## src/rtl/cam_dvp_tx.sv

```systemverilog
// cam_dvp_tx - DVP camera-port transmitter (camera emulator).
//
// Takes 16-bit RGB565 pixels on a valid/ready stream and replays them as an
// 8-bit DVP byte stream (high byte first) with HREF/VSYNC framing. All line
// and frame timing comes from parameters. The line never stalls: if no
// pixel is offered in a slot, zeros are sent and o_underrun is flagged.
//
// Handshake: s_ready is combinational from state/counters. A pixel is taken
// at a rising edge where s_ready && s_valid. If s_ready is high and s_valid
// is low, the slot is still consumed (sent as 0x00,0x00) because the line
// timing cannot be delayed.
//
// Ports:
//   i_pclk        byte clock, all logic on rising edge
//   i_rst_n       asynchronous active-low reset
//   i_enable      frames start only while high (level)
//   s_pixel       RGB565 pixel, [15:8] sent first
//   s_valid       s_pixel valid
//   s_ready       pixel slot open this cycle
//   CAM_RGB       byte bus (0 outside active bytes)
//   HREF          high during active bytes
//   VSYNC         high during sync lines
//   o_frame_start one-cycle pulse on first VSYNC cycle
//   o_underrun    sticky: a pixel slot was missed this frame
//   o_busy        frame in progress
//   dbg_state     current FSM state (debug observation)
module cam_dvp_tx #(
    parameter int H_ACTIVE = 640,
    parameter int H_BLANK  = 144,
    parameter int V_SYNC   = 3,
    parameter int V_BP     = 17,
    parameter int V_ACTIVE = 480,
    parameter int V_FP     = 10
) (
    input  logic        i_pclk,
    input  logic        i_rst_n,
    input  logic        i_enable,
    input  logic [15:0] s_pixel,
    input  logic        s_valid,
    output logic        s_ready,
    output logic [7:0]  CAM_RGB,
    output logic        HREF,
    output logic        VSYNC,
    output logic        o_frame_start,
    output logic        o_underrun,
    output logic        o_busy,
    output logic [2:0]  dbg_state
);

    localparam int L     = 2 * H_ACTIVE + H_BLANK;
    localparam int LINES = V_SYNC + V_BP + V_ACTIVE + V_FP;
    localparam int HW    = (L > 1) ? $clog2(L) : 1;
    localparam int VW    = (LINES > 1) ? $clog2(LINES) : 1;

    localparam logic [HW-1:0] H_LAST  = HW'(L - 1);
    localparam logic [HW-1:0] H_BYTES = HW'(2 * H_ACTIVE);
    localparam logic [VW-1:0] V_LAST  = VW'(LINES - 1);

    typedef enum logic [2:0] {
        ST_IDLE   = 3'd0,
        ST_SYNC   = 3'd1,
        ST_VBP    = 3'd2,
        ST_ACTIVE = 3'd3,
        ST_VFP    = 3'd4
    } state_t;

    state_t          state, state_next;
    logic [HW-1:0]   h_cnt, h_next;
    logic [VW-1:0]   v_cnt, v_next;
    logic [7:0]      low_byte;
    logic            byte_hi;   // first byte slot of a pixel (== s_ready)
    logic            byte_lo;   // second byte slot of a pixel
    logic            sof;       // first cycle of a frame, decoded

    // Vertical region of a line index. Zero-length regions fall through
    // naturally, which is how VBP/VFP are skipped when their count is 0.
    function automatic state_t region(input logic [VW-1:0] v);
        if (32'(v) < V_SYNC)
            return ST_SYNC;
        else if (32'(v) < V_SYNC + V_BP)
            return ST_VBP;
        else if (32'(v) < V_SYNC + V_BP + V_ACTIVE)
            return ST_ACTIVE;
        else
            return ST_VFP;
    endfunction

    // State and counter register.
    always_ff @(posedge i_pclk or negedge i_rst_n) begin
        if (!i_rst_n) begin
            state <= ST_IDLE;
            h_cnt <= '0;
            v_cnt <= '0;
        end else begin
            state <= state_next;
            h_cnt <= h_next;
            v_cnt <= v_next;
        end
    end

    // Next-state and counter logic.
    always_comb begin
        state_next = state;
        h_next     = h_cnt;
        v_next     = v_cnt;
        if (state == ST_IDLE) begin
            if (i_enable) begin
                state_next = ST_SYNC;
                h_next     = '0;
                v_next     = '0;
            end
        end else if (h_cnt == H_LAST) begin
            h_next = '0;
            if (v_cnt == V_LAST) begin
                // Frame end: i_enable decides between back-to-back and idle.
                v_next     = '0;
                state_next = i_enable ? ST_SYNC : ST_IDLE;
            end else begin
                v_next     = v_cnt + 1'b1;
                state_next = region(v_cnt + 1'b1);
            end
        end else begin
            h_next = h_cnt + 1'b1;
        end
    end

    always_comb begin
        byte_hi = (state == ST_ACTIVE) && !h_cnt[0] && (h_cnt < H_BYTES);
        byte_lo = (state == ST_ACTIVE) &&  h_cnt[0] && (h_cnt < H_BYTES);
        sof     = (state == ST_SYNC) && (h_cnt == '0) && (v_cnt == '0);
    end

    assign s_ready   = byte_hi;
    assign o_busy    = (state != ST_IDLE);
    assign dbg_state = state;

    // Registered DVP outputs; they lag the counter decode by one cycle.
    always_ff @(posedge i_pclk or negedge i_rst_n) begin
        if (!i_rst_n) begin
            CAM_RGB       <= '0;
            HREF          <= 1'b0;
            VSYNC         <= 1'b0;
            o_frame_start <= 1'b0;
            o_underrun    <= 1'b0;
            low_byte      <= '0;
        end else begin
            VSYNC         <= (state == ST_SYNC);
            o_frame_start <= sof;
            if (byte_hi) begin
                CAM_RGB  <= s_valid ? s_pixel[15:8] : 8'h00;
                low_byte <= s_valid ? s_pixel[7:0]  : 8'h00;
                HREF     <= 1'b1;
            end else if (byte_lo) begin
                CAM_RGB <= low_byte;
                HREF    <= 1'b1;
            end else begin
                CAM_RGB <= '0;
                HREF    <= 1'b0;
            end
            // Cleared as the new frame starts; a slot miss cannot happen in
            // SYNC, so set and clear never collide.
            if (sof)
                o_underrun <= 1'b0;
            else if (byte_hi && !s_valid)
                o_underrun <= 1'b1;
        end
    end

endmodule

```

## config.mk

```make
export PLATFORM = sky130hd
export DESIGN_NAME = cam_dvp_tx
export DESIGN_NICKNAME = d
export VERILOG_FILES = /design/src/rtl/cam_dvp_tx.sv
export SDC_FILE = /design/constraint.sdc
export NUM_CORES = 1
export LEC_CHECK = 0
export CAP_MARGIN = 0
export CORE_UTILIZATION = 47
export DETAILED_ROUTE_END_ITERATION = 8
export HOLD_SLACK_MARGIN = 0.08
export PLACE_DENSITY = 0.82
export SYNTH_ARGS = -nofsm -noshare
export SYNTH_HDL_FRONTEND = slang
export SYNTH_SLANG_ARGS = --single-unit
```

## constraint.sdc

```tcl
create_clock -name i_pclk -period 1.85 [get_ports i_pclk]
set_input_delay 0.37 -clock i_pclk [delete_from_list [all_inputs] [get_ports i_pclk]]
set_output_delay 0.37 -clock i_pclk [all_outputs]
set_load 0.02 [all_outputs]
```

==> results.json <==
{
  "cp.arrival_ps": 2170,
  "violations": "setup timing",
  "clock_skew_ps": 3.32,
  "yosysSeqAreaShare": 0.499,
  "cts_tree": "done",
  "yosys_warnings": 0,
  "fill_cells": 322,
  "p_leak_nw": 1.38,
  "hp-class": "flop to flop",
  "reg2reg_depth": 8,
  "n_antenna_cell": 0,
  "die_area_mm2": 0.00486,
  "overflow": 0,
  "rsz0062_at_grt": "yes",
  "startpoint": "h_cnt[5]$_DFFE_PN0P_",
  "crit_type": "flop to flop",
  "rrSetupSlack_ps": -70,
  "ir_drop_v": 0.000466,
  "grt_use_total": 0.258,
  "yosysUniqueCellTypes": 36,
  "drt-pass1-iter-count": 4,
  "syn_inst": 232,
  "vias": 2021,
  "syn_area_mm2": 0.00216,
  "max-slew-margin-rel": 0.680,
  "crit_path_max_fanout": 6,
  "fin_area_mm2": 0.00309,
  "timing.final.ws_setup_ps": -68.9,
  "clk_pin_slew_ps": 80,
  "place_area_mm2": 0.00280,
  "cts_root_buf": "clkbuf_8",
  "synthTopCellsByCount": "43 x dfrtp_1, 22 x nand2_1, 22 x o21ai_0",
  "crit_end": "dbg_state[2]$_DFFE_PN0P_",
  "ys_ff_latch": 43,
  "period_share": 1.04,
  "slew_viol_final": 0,
  "min_period_ps": 1920,
  "yosysMostFrequentCell": "dfrtp_1",
  "drtAntennaViolNets": 0,
  "first_iter_violations": 109,
  "clock_latency_ps": 300,
  "min-delay-start": "low_byte[2]$_DFFE_PN0P_",
  "nets": 331,
  "h-tree-depth": 2,
  "synthArstFlopShare": 1.00,
  "synth_flop_cell": "dfrtp_1",
  "timing.rr.start": "h_cnt[5]$_DFFE_PN0P_",
  "critPathRequiredTime_ps": 2100,
  "drc": 0,
  "yosys.area.top_type": "dfrtp_1",
  "portBuffers": 36,
  "grt_pass1_vias": 2155,
  "wl_per_cell_um": 16.1,
  "status": "complete, but fails checks",
  "synth-edff-count": 0,
  "cp-start-kind": "flop",
  "yosysTopAreaCellShare": 0.499,
  "rows": 24,
  "die-width_um": 69.7,
  "worst_slew_pin_slew_ps": 481,
  "dp_hpwl_mm": 4.07,
  "synthTopCellsByArea": "dfrtp_1 50%, o21ai_0 5.1%, a22o_1 4.1%",
  "syn2layout_area_growth_pct": 43.3,
  "start_util": 0.492,
  "wl_mm": 5.75,
  "pre_cts_slack_ps": -37.7,
  "setup_viol": 5,
  "fp.coreArea_mm2": 0.00438,
  "drt-vias-per-instance": 5.65,
  "gp_congestion": 0.900,
  "grt_pass1_wl_mm": 9.74,
  "antenna_found_initial": 0,
  "drive_above_1_share": 0.255,
  "cts_sinks": 43,
  "r2r-end": "dbg_state[2]$_DFFE_PN0P_",
  "placed_cells": 344,
  "power_density_mw_per_mm2": 841,
  "hold_viol": 0,
  "end_kind": "flop",
  "die_h_um": 69.7,
  "layout.cells.non_filler": 358,
  "grt_start_max_net_pins": 24,
  "synth_area_per_cell_um2": 9.30,
  "ios": 37,
  "clockBufferDepth": 2,
  "cts_buffers": 5,
  "max_clock_freq_mhz": 521,
  "maxCapViolations": 0,
  "synthesis.nets": 258
}
-- through the flow --
step / total power, W / setup TNS (ps) / util / hold slack, ps
2_1_floorplan: 0.00138 / -84.2 / - / 74.4
3_3_place_gp: 0.00163 / -0.663 / 0.638 / 353
4_1_cts: 0.00255 / -96.3 / 0.679 / 512
6_report: 0.00260 / -189 / 0.705 / 517
3_5_place_dp: 0.00166 / -140 / 0.638 / 361
5_1_grt: 0.00273 / -759 / 0.705 / 538
-- worst max-delay path, stage by stage, from the launching register on --
cell and delay [ps]:
dfrtp_1 410, nor4_4 280, buf_4 160, nand4_1 210, buf_4 220, nor3_2 160
buf_4 180, o21a_1 130, a22o_1 120
-- power breakdown --
group	internal, W	switching [W]	total (W)
logic	0.000290	0.000293	0.000583
clock network	0.000540	0.000341	0.000881
registers	0.00103	0.000103	0.00114
-- cells in the final DEF, fill, tap and decap left out, types with 3 or more instances in the layout --
cell and count:
a21oi_1 6, a22o_1 10, and2_1 4, and3_1 5
buf_4 41, clkbuf_8 5, clkdlybuf4s50_1 33, dfrtp_1 40
dfrtp_2 3, ha_1 3, inv_1 16, nand2_1 21
nand3_1 13, nand4_1 7, nor2_1 9, nor2_2 3
nor3_2 3, o21ai_0 20, o21ai_1 17, xnor2_1 3
-- logic make-up after synthesis --
family / count (synthesis) / synth area share
flops: 43 / 0.499
simple gates: 85 / 0.208
xor+xnor: 7 / 0.0284
fa+ha+maj: 6 / 0.0348
compound gates: 63 / 0.176
buf+inv: 28 / 0.0539
-- area by class of cell --
| type | count | area (um2) | share of cell area |
|---|---|---|---|
| Tap cell | 52 | 65.1 | 0.0211 |
| Clock inverter | 2 | 60.1 | 0.0194 |
| Timing Repair Buffer | 78 | 668 | 0.216 |
| Inverter | 16 | 60.1 | 0.0194 |
| Clock buffer | 6 | 72.6 | 0.0235 |
| Sequential cell | 43 | 1080 | 0.349 |
| Multi-Input combinational cell | 161 | 1080 | 0.351 |
-- registers in the layout, indices dropped and copies added (netlist names) --
name,count
VSYNC,1
CAM_RGB,8
o_underrun,1
low_byte,8
dbg_state,3
o_frame_start,1
v_cnt,9
HREF,1
h_cnt,11
-- worst min path at each step --
| stage | slack [ps] | endpoint | depth (start not counted) |
|---|---|---|---|
| 2_1_floorplan | 70 | CAM_RGB[0]$_DFF_PN0_ | 0 |
| 3_3_place_gp | 350 | CAM_RGB[3]$_DFF_PN0_ | 1 |
| 3_5_place_dp | 360 | CAM_RGB[6]$_DFF_PN0_ | 1 |
| 4_1_cts | 510 | CAM_RGB[2]$_DFF_PN0_ | 1 |
| 5_1_grt | 540 | CAM_RGB[4]$_DFF_PN0_ | 1 |
| 6_report | 520 | CAM_RGB[2]$_DFF_PN0_ | 1 |
-- what timing repair did --
| action | 4_1_cts | 5_1_grt |
|---|---|---|
| setup endpoints to repair | 14 | 18 |
| buffers inserted | 1 | 4 |
| resized for setup | 10 | 21 |
| pin swaps | 2 | 5 |
| hold buffers | 1 | 0 |
| endpoints found under the hold margin | 21 | 0 |
-- routing by layer --
layer / global-route usage / up-vias / routed length (um)
li1: - / 961 / -
met1: 0.302 / 962 / 2370
met2: 0.456 / 87 / 2910
met3: 0.0581 / 11 / 350
met4: 0.107 / 0 / 127
met5: 0 / - / 0
No activity file was read; power rests on OpenSTA's default activity.
